**src/rtl/mips_pkg.sv**
```systemverilog
// Shared MIPS pipeline definitions: field widths and the write-data / load-kind encodings.
package mips_pkg;

    localparam int REG_AW = 5;
    localparam int XLEN   = 32;

    localparam logic [2:0] WDSEL_ALU  = 3'd0;
    localparam logic [2:0] WDSEL_DM   = 3'd1;
    localparam logic [2:0] WDSEL_PC8  = 3'd2;
    localparam logic [2:0] WDSEL_HILO = 3'd3;

    localparam logic [2:0] LD_LW  = 3'd0;
    localparam logic [2:0] LD_LB  = 3'd1;
    localparam logic [2:0] LD_LBU = 3'd2;
    localparam logic [2:0] LD_LH  = 3'd3;
    localparam logic [2:0] LD_LHU = 3'd4;

endpackage

```
**src/rtl/load_ext.sv**
```systemverilog
// Little-endian load extraction with sign/zero extension; purely combinational.
module load_ext
    import mips_pkg::*;
(
    input  logic [XLEN-1:0] dmrd,
    input  logic [1:0]      addr_lo,
    input  logic [2:0]      ldtype,
    output logic [XLEN-1:0] value
);

    logic [7:0]  byte_sel;
    logic [15:0] half_sel;

    always_comb begin
        byte_sel = dmrd[8*addr_lo +: 8];
        // Halfword alignment uses only addr_lo[1]; an odd byte offset is ignored.
        half_sel = addr_lo[1] ? dmrd[31:16] : dmrd[15:0];
        case (ldtype)
            LD_LB:   value = {{24{byte_sel[7]}}, byte_sel};
            LD_LBU:  value = {24'd0, byte_sel};
            LD_LH:   value = {{16{half_sel[15]}}, half_sel};
            LD_LHU:  value = {16'd0, half_sel};
            default: value = dmrd;
        endcase
    end

endmodule

```
**src/rtl/w_stage.sv**
```systemverilog
// MIPS writeback stage: M/W pipeline register, write-data select, GRF write port and retire counter.
module w_stage
    import mips_pkg::*;
#(
    parameter logic [XLEN-1:0] RESET_PC8 = 32'h0000_0000
) (
    input  logic              clk,
    input  logic              rst,
    input  logic              m_valid,
    input  logic              m_regwrite,
    input  logic [REG_AW-1:0] m_wa,
    input  logic [2:0]        m_wdsel,
    input  logic [2:0]        m_ldtype,
    input  logic [XLEN-1:0]   m_alu,
    input  logic [1:0]        m_addr_lo,
    input  logic [XLEN-1:0]   m_dmrd,
    input  logic [XLEN-1:0]   m_hilo,
    input  logic [XLEN-1:0]   m_pc8,
    output logic              regwrite,
    output logic [REG_AW-1:0] wa,
    output logic [XLEN-1:0]   wd,
    output logic [XLEN-1:0]   pc8,
    output logic              fwd_valid,
    output logic [XLEN-1:0]   instret
);

    // Handshake: m_valid qualifies the M slot each cycle; there is no ready, W always accepts.
    logic              regwrite_q, regwrite_d;
    logic [REG_AW-1:0] wa_q;
    logic [2:0]        wdsel_q, ldtype_q;
    logic [XLEN-1:0]   alu_q, dmrd_q, hilo_q, pc8_q;
    logic [1:0]        addr_lo_q;
    logic [XLEN-1:0]   instret_q, instret_d;
    logic [XLEN-1:0]   load_val;

    always_comb begin
        regwrite_d = m_valid && m_regwrite && (m_wa != '0);
        instret_d  = m_valid ? instret_q + 32'd1 : instret_q;
    end

    always_ff @(posedge clk) begin
        if (rst) begin
            regwrite_q <= 1'b0;
            wa_q       <= '0;
            wdsel_q    <= '0;
            ldtype_q   <= '0;
            alu_q      <= '0;
            addr_lo_q  <= '0;
            dmrd_q     <= '0;
            hilo_q     <= '0;
            pc8_q      <= RESET_PC8;
            instret_q  <= '0;
        end else begin
            regwrite_q <= regwrite_d;
            wa_q       <= m_wa;
            wdsel_q    <= m_wdsel;
            ldtype_q   <= m_ldtype;
            alu_q      <= m_alu;
            addr_lo_q  <= m_addr_lo;
            dmrd_q     <= m_dmrd;
            hilo_q     <= m_hilo;
            pc8_q      <= m_pc8;
            instret_q  <= instret_d;
        end
    end

    load_ext u_load_ext (
        .dmrd    (dmrd_q),
        .addr_lo (addr_lo_q),
        .ldtype  (ldtype_q),
        .value   (load_val)
    );

    // Write data depends only on flops so the forwarding path starts fresh each cycle.
    always_comb begin
        case (wdsel_q)
            WDSEL_DM:   wd = load_val;
            WDSEL_PC8:  wd = pc8_q;
            WDSEL_HILO: wd = hilo_q;
            default:    wd = alu_q;
        endcase
    end

    assign regwrite  = regwrite_q;
    assign wa        = wa_q;
    assign pc8       = pc8_q;
    assign fwd_valid = regwrite_q && (wa_q != '0);
    assign instret   = instret_q;

endmodule
```
**config.mk**
```make
export PLATFORM = sky130hd
export DESIGN_NAME = w_stage
export DESIGN_NICKNAME = d
export VERILOG_FILES = /design/src/rtl/mips_pkg.sv /design/src/rtl/load_ext.sv /design/src/rtl/w_stage.sv
export SDC_FILE = /design/constraint.sdc
export NUM_CORES = 1
export LEC_CHECK = 0
export CAP_MARGIN = 30
export CORE_MARGIN = 10
export CORE_UTILIZATION = 41
export CTS_CLUSTER_DIAMETER = 200
export DETAILED_ROUTE_END_ITERATION = 8
export PLACE_DENSITY = 0.76
export SLEW_MARGIN = 30
export SYNTH_ARGS = -nofsm -noshare
export SYNTH_HDL_FRONTEND = slang
export SYNTH_SLANG_ARGS = --single-unit
```
**constraint.sdc**
```tcl
create_clock -name clk -period 1.72 [get_ports clk]
set_input_delay 0.258 -clock clk [delete_from_list [all_inputs] [get_ports clk]]
set_output_delay 0.258 -clock clk [all_outputs]
set_load 0.005 [all_outputs]
```
==> summary.md, run 1 <==
| Metric | Value |
|---|---|
| # Max-Cap Violations | 0 |
| Flops & latches, synth | 174 |
| Multi-input logic area | 4280 um2 |
| GP Congestion | 0.954 |
| Required @ worst endpoint | 1.46 ns |
| EDFF count, synth | 0 |
| Die ar. | 23,700 um2 |
| Crit end category | primary output |
| Initial core utilization | 0.422 |
| Via count | 7,584 |
| Post-DP HPWL | 20.8 mm |
| Peak per-stage delay on the critical path | 0.37 ns |
| Share of the synthesized area in the top cell type | 0.474 |
| Die H | 154 um |
| Synth top area cells | dfxtp_1 47%, nor2b_1 12%, nor2_1 3.9% |
| Clock power share | 0.382 |
| Deepest clock path buffer count | 2 |
| Warnings from Yosys | 0 |
| TNS Setup | -19.49 ns |
| Hold Path Sink | instret[24]$_SDFFE_PP0P_ |
| Simple-gate portion of the synthesized area | 0.300 |
| PnR worst setup slack | -0.681 ns |
| GRT Total Usage | 0.231 |
| Clk_lat worst skew | 0.44 ns |
| Commonest cells in the netlist | 174 x dfxtp_1, 144 x nor2b_1, 77 x nor2_1 |
| Post-Syn Nets | 956 |
| Max Clock Skew | 0.0102 ns |
| Num CTS Buffers | 17 |
| Initial antenna violation count | 4 |
| Hold-critical path depth | 2 |
| Switching Fraction | 0.264 |
| Unrepaired setup endpoints after global routing | true |
| CTS sink cnt | 174 |
| Worst Hold Class | input port to register |
| Final setup violation count | 34 |
| Hold Violations, Final | 0 |
| CP max-delay cell | dfxtp_4 |
| Failing checks | negative setup slack |
| Hold Crit Start | rst |
| First drt pass iteration count | 5 |
| Post-synth ARST share | 0 |
| Startpoint Class | register |
| Switching power | 0.00262 W |
| Synth unique cells | 58 |
| FILL cells | 1,257 |
| Vias in the first global route | 7,575 |
| Core area | 17,400 um2 |
| Synth Area in Compound Gates | 0.151 |
| Seq pwr share | 0.437 |
| CTS tree | yes |
| R2R Path Start | instret[3]$_SDFFE_PP0P_ |
| Remaining antenna violation count | 0 |
| DRC errors left | 0 |
| Setup Crit Path Kind | register to primary output |
| Area leader, netlist | dfxtp_1 |
| Nets | 1,292 |
| First-pass GRT wire length | 43.5 mm |
| H-tree depth | 4 |
| Peak VDD IR | 756 uV |
| Internal power | 0.00729 W |
| Final Max Slew Viols | 0 |
| Power per cell area | 800 nW/um2 |
| Dpl cells | 1,331 |
| Main combinational cell family by area after synthesis | simple AND/OR/NAND/NOR gates |
| Final WL | 29.5 mm |
| DRT iter0 DRCs | 542 |
| Leakage power | 5.00 nW |
| Gr ovfl total | 0 |
| Area growth from synthesis to layout | 68.6% |
| Worst-path cell chain | buf_6 -> mux2i_1 -> o21ai_0 -> a211oi_2 -> nor3_2 -> buf_2 |
| Number of buffers added on ports | 247 |
| Min cycle time layout | 2.40 ns |
| Post-synthesis mux area share | 0.0211 |
| Row cnt | 48 |
| Primary FF master, synth | dfxtp_1 |
| Mean Syn Cell Area | 9.07 um2 |
| Synth Area in Adders | 0.00170 |
| Reg2Reg Depth | 6 |
| Critical Path Start | addr_lo_q[1]$_SDFF_PP0_ |
| FF-to-FF End | instret[27]$_SDFFE_PP0P_ |
| Reg area | 3550 um2 |
| Vias per cell | 5.47 |
| Fin cells | 1,387 |
| Largest net degree at the start of global routing | 58 |
| Measured slew at the worst slew-check pin | 0.394 ns |
| FF-to-FF setup slack | 0 ns |
| Routed WL per cell | 21.3 um |
| CTS clk-pin slew, worst paths | 0.07 ns |
| DP Area | 10,900 um2 |
| CP max FO | 22 |
| Pre-CTS setup slack | -0.574 ns |
| Power Total | 0.00991 W |
| Post-route design area | 12,400 um2 |
| Die W | 154 um |
| Root buffer cell | clkbuf_16 |
| Comb pwr share | 0.182 |
| Count leader, synth | dfxtp_1 |
| Boundary Pins | 248 |
| Post-Syn Area | 7350 um2 |
| Rel. slew slack | 0.737 |
| Tcrit/Tclk final | 1.40 |
| Status | complete, but fails checks |
| Xor and xnor area share after synthesis | 0.0131 |
| Fmax | 0.416 GHz |
| Fraction of layout cells with a size suffix above 1 | 0.298 |
| Register area share after synthesis | 0.474 |
| Syn Inst Count | 810 |
| Crit path DAT | 2.14 ns |
-- critical path, delay by kind of cell, from the launching register on --
family,cells,cell delay (ns)
compound gates,2,0.54
flops,1,0.37
buf+inv,2,0.34
mux,1,0.35
simple gates,1,0.09
-- routing by layer --
| layer | track usage | share of wire |
|---|---|---|
| met5 | 0 | 0.00027 |
| met3 | 0.0689 | 0.078 |
| met4 | 0.0828 | 0.029 |
| met1 | 0.273 | 0.39 |
| met2 | 0.389 | 0.51 |
-- worst max path at each step --
stage                        end  slack, ns  cells after the start
after floorplan           wd[16]      -0.02                      6
after global placement     wd[9]      -0.55                      5
after detailed placement   wd[3]      -0.57                      5
after CTS                  wd[2]      -0.65                      8
after global routing      wd[14]      -0.77                      6
final                     wd[14]      -0.68                      6
-- timing repair --
item | in CTS | in global routing
pin swaps | 43 | 46
hold buffers | 0 | 0
endpoints found under the hold margin | 0 | 0
resized for setup | 227 | 94
endpoints found under the setup margin | 44 | 59
gates cloned | 3 | 2
buffers inserted | 16 | 2
-- area by class of cell --
class	count	share of cell area
Antenna cell	3	0.000606
Inverter	10	0.00333
Multi-Input combinational cell	561	0.345
Clock buffer	19	0.0357
Timing Repair Buffer	382	0.296
Tap cell	225	0.0227
Sequential cell	174	0.286
Clock inverter	13	0.0105
-- cells by family after synthesis --
group           after synthesis
fa+ha+maj                     1
flops                       174
compound gates              160
buf+inv                      75
simple gates                375
mux                          14
xor+xnor                     11
-- per-stage QoR --
stage | util | hold slack, ns
floorplan | - | 0.384
global placement | 0.627 | 0.481
detailed placement | 0.627 | 0.503
CTS | 0.687 | 0.213
global route | 0.711 | 0.232
finish | 0.711 | 0.225
-- sequential cells by signal, indices dropped and copies added, names as in the netlist --
signal	flops
dmrd_q	32
ldtype_q	3
addr_lo_q	2
hilo_q	32
wdsel_q	3
wa	5
pc8	32
instret	32
alu_q	32
regwrite	1
-- placed cells by master, fill, tap and decap left out, types with 8 or more instances in the layout --
cell type / synthesis / final
dfxtp_4: 0 / 11
buf_4: 0 / 98
a221oi_2: 0 / 16
nor2_1: 77 / 75
buf_12: 0 / 11
nor2b_1: 144 / 144
nand2_1: 11 / 11
and3b_1: 9 / 9
clkdlybuf4s50_1: 0 / 197
dfxtp_1: 174 / 143
xor2_1: 8 / 8
or4_1: 15 / 10
nand4_1: 10 / 10
buf_6: 0 / 19
clkbuf_16: 0 / 18
or3_1: 10 / 8
buf_2: 8 / 33
a221o_1: 11 / 10
dlymetal6s2s_1: 0 / 15
nand3_1: 13 / 11
inv_1: 10 / 9
o31ai_1: 14 / 14
a21oi_1: 26 / 21
nand2b_1: 34 / 33
a211oi_2: 0 / 11
mux2i_1: 11 / 8
dfxtp_2: 0 / 20
nor3_1: 18 / 9
o21ai_0: 25 / 21
o22ai_2: 0 / 17
-- power by group through the flow --
stage	logic [W]	clock network (W)	registers [W]
after floorplan	0.000658	0	0.00437
after global routing	0.00192	0.00399	0.00434
after global placement	0.00162	0	0.00439
after CTS	0.00169	0.00381	0.00432
final	0.00180	0.00378	0.00433
after detailed placement	0.00163	0	0.00439
Power figures use the tool's default switching activity.
==> inputs of run 2 (changes only) <==
--- a/config.mk
+++ b/config.mk
@@ -5,13 +5,13 @@
 export SDC_FILE = /design/constraint.sdc
 export NUM_CORES = 1
 export LEC_CHECK = 0
+export ABC_AREA = 1
 export CAP_MARGIN = 30
 export CORE_MARGIN = 10
 export CORE_UTILIZATION = 41
 export CTS_CLUSTER_DIAMETER = 200
 export DETAILED_ROUTE_END_ITERATION = 8
 export PLACE_DENSITY = 0.76
-export SLEW_MARGIN = 30
 export SYNTH_ARGS = -nofsm -noshare
 export SYNTH_HDL_FRONTEND = slang
 export SYNTH_SLANG_ARGS = --single-unit
==> run 2 against run 1 <==
First-iteration DRC count decreased by 5.9%. Critical endpoint is now wd[27]. Largest power group unchanged. Largest cell class is now sequential cells. The flow still finishes with violations (negative setup slack). Core utilization fell by 4.2 points. Worst hold slack got worse by 0.073 ns. Final area is 6.2% lower.
==> summary.md, run 2 <==
| Metric | Value |
|---|---|
| Unrepaired setup endpoints after global routing | true |
| Max Clock Skew | 0.0121 ns |
| Mean Syn Cell Area | 7.16 um2 |
| Deepest clock path buffer count | 2 |
| Die H | 154 um |
| Tcrit/Tclk final | 1.23 |
| Syn Inst Count | 1,021 |
| Power per cell area | 849 nW/um2 |
| PnR worst setup slack | -0.397 ns |
| CTS clk-pin slew, worst paths | 0.08 ns |
| CP max FO | 7 |
| Routed WL per cell | 17.7 um |
| DRC errors left | 0 |
| Clock power share | 0.399 |
| Final setup violation count | 33 |
| Vias per cell | 4.88 |
| Synth top area cells | dfxtp_1 48%, nor2_1 12%, inv_1 9.8% |
| Switching power | 0.00280 W |
| Fraction of layout cells with a size suffix above 1 | 0.207 |
| Largest net degree at the start of global routing | 78 |
| Measured slew at the worst slew-check pin | 0.576 ns |
| Leakage power | 5.30 nW |
| Clk_lat worst skew | 0.44 ns |
| Remaining antenna violation count | 0 |
| Num CTS Buffers | 17 |
| Initial antenna violation count | 1 |
| Worst Hold Class | input port to register |
| Pre-CTS setup slack | -0.392 ns |
| Post-synth ARST share | 0 |
| Post-Syn Nets | 1,167 |
| DP Area | 10,400 um2 |
| Comb pwr share | 0.165 |
| Setup Crit Path Kind | register to primary output |
| Share of the synthesized area in the top cell type | 0.477 |
| Required @ worst endpoint | 1.46 ns |
| First drt pass iteration count | 5 |
| Area leader, netlist | dfxtp_1 |
| Synth unique cells | 39 |
| Internal power | 0.00707 W |
| Fmax | 0.472 GHz |
| FILL cells | 1,436 |
| Commonest non-fill, non-tap cell in the layout | nor2_1 |
| Failing checks | negative setup slack |
| H-tree depth | 4 |
| Status | complete, but fails checks |
| Reg area | 3530 um2 |
| GP Congestion | 0.926 |
| Seq pwr share | 0.436 |
| Startpoint Class | register |
| Crit end category | primary output |
| Final WL | 27.6 mm |
| Warnings from Yosys | 0 |
| Flops & latches, synth | 174 |
| Hold buffers post-CTS | 0 |
| Nets | 1,468 |
| Count leader, synth | nor2_1 |
| Commonest cells in the netlist | 231 x nor2_1, 190 x inv_1, 174 x dfxtp_1 |
| Peak VDD IR | 705 uV |
| Rel. slew slack | 0.616 |
| CTS sink cnt | 174 |
| Area growth from synthesis to layout | 59.1% |
| Commonest non-fill, non-tap cells in the layout | 216 x nor2_1, 213 x clkdlybuf4s50_1, 186 x inv_1 |
| DRT iter0 DRCs | 510 |
| Primary FF master, synth | dfxtp_1 |
| CTS tree | yes |
| Boundary Pins | 248 |
| Multi-input logic area | 3240 um2 |
| First-pass GRT wire length | 42.5 mm |
| Register area share after synthesis | 0.477 |
| Post-DP HPWL | 20.3 mm |
| Initial core utilization | 0.421 |
| Root buffer cell | clkbuf_16 |
| Core area | 17,400 um2 |
| Row cnt | 48 |
| Post-route design area | 11,600 um2 |
| Switching Fraction | 0.284 |
| Min cycle time layout | 2.12 ns |
| Power Total | 0.00987 W |
| EDFF count, synth | 0 |
| Hold Violations, Final | 0 |
| Die W | 154 um |
| Gr ovfl total | 0 |
| GRT Total Usage | 0.226 |
| Post-Syn Area | 7310 um2 |
| # Max-Cap Violations | 0 |
| Via count | 7,626 |
| Final Max Slew Viols | 0 |
| Number of buffers added on ports | 247 |
| Die ar. | 23,600 um2 |
| Crit path DAT | 1.86 ns |
| Vias in the first global route | 7,691 |
[run 2: changes by cell type after synthesis, sizes merged, moves of 14 or more]
cell / before / now
o31ai: 14 / 0
nand2b: 34 / 0
or4: 17 / 1
inv: 10 / 195
a221oi: 22 / 0
nor2: 77 / 241
nor2b: 144 / 1
nand2: 12 / 161
clkbuf: 53 / 28
a32oi: 0 / 32
nand3: 13 / 71
o22ai: 18 / 0
[run 2: logic make-up (layout without fill, tap and decap cells)]
kind of cell	Yosys count	in the layout	synth area share
buffers and inverters	240	553	0.130
and+or+nand+nor	493	494	0.287
DFF	174	174	0.477
other	0	2	0
AOI/OAI and AO/OA	107	107	0.0974
xor gates and xnor gates	6	6	0.00719
adders and majority gates	1	1	0.00171
[run 2: cell type report]
type	count	share of cell area
antenna	2	0.000431
clock buffer	17	0.0366
clock inverter	15	0.0160
inverter	195	0.0638
multi-input combinational	608	0.279
sequential	174	0.304
tap	225	0.0242
timing repair buffer	325	0.276
timing repair inverter	1	0.000538
[run 2: critical path, stage by stage, from the launching register on]
cell	delay, ns
dfxtp_4	0.39
inv_4	0.05
nand3_2	0.10
nand2_4	0.08
nor2_8	0.16
inv_8	0.08
clkbuf_16	0.16
nor2_2	0.09
nor2_1	0.05
nand2_1	0.06
nand3_1	0.05
buf_2	0.15
[run 2: per-layer routing]
metal	part of all wire	global-route usage	up-vias
met1	0.38	0.255	3507
met4	0.024	0.0670	2
met3	0.092	0.0739	42
met5	0.00047	0	-
li1	-	-	3753
met2	0.50	0.396	322
[run 2: what timing repair did]
| item | 4_1_cts | 5_1_grt |
|---|---|---|
| pin swaps | 33 | 23 |
| endpoints found under the setup margin | 36 | 58 |
| setup buffers | 9 | 3 |
| gates resized for setup | 190 | 83 |
| cloned | 5 | 2 |
[run 2: final timing paths]
check | from | to | slack (ns) | cells past startpoint
worst max-delay path | ldtype_q[1]$_SDFF_PP0_ | wd[27] | -0.40 | 11
worst min-delay path | rst | instret[14]$_SDFFE_PP0P_ | 0.15 | 2
worst max register to register | instret[0]$_SDFFE_PP0P_ | instret[18]$_SDFFE_PP0P_ | 0.14 | 10
worst min register to register | instret[15]$_SDFFE_PP0P_ | instret[15]$_SDFFE_PP0P_ | 0.50 | 1
[run 2: power by group through the flow]
stage / Clock, W / Combinational, W / Sequential (W)
6_report: 0.00393 / 0.00163 / 0.00431
3_5_place_dp: 0 / 0.00143 / 0.00439
2_1_floorplan: 0 / 0.000567 / 0.00436
5_1_grt: 0.00416 / 0.00176 / 0.00432
3_3_place_gp: 0 / 0.00142 / 0.00438
4_1_cts: 0.00400 / 0.00151 / 0.00430
[run 2: metrics by stage]
step | hold slack, ns | utilization | instances | setup TNS (ns)
after floorplan | 0.365 | - | 1021 | 0
after global placement | 0.475 | 0.600 | 1509 | -10.53
after detailed placement | 0.481 | 0.600 | 1509 | -11.63
after CTS | 0.139 | 0.652 | 1555 | -11.93
after global routing | 0.143 | 0.669 | 1560 | -14.39
final | 0.152 | 0.670 | 1562 | -11.18
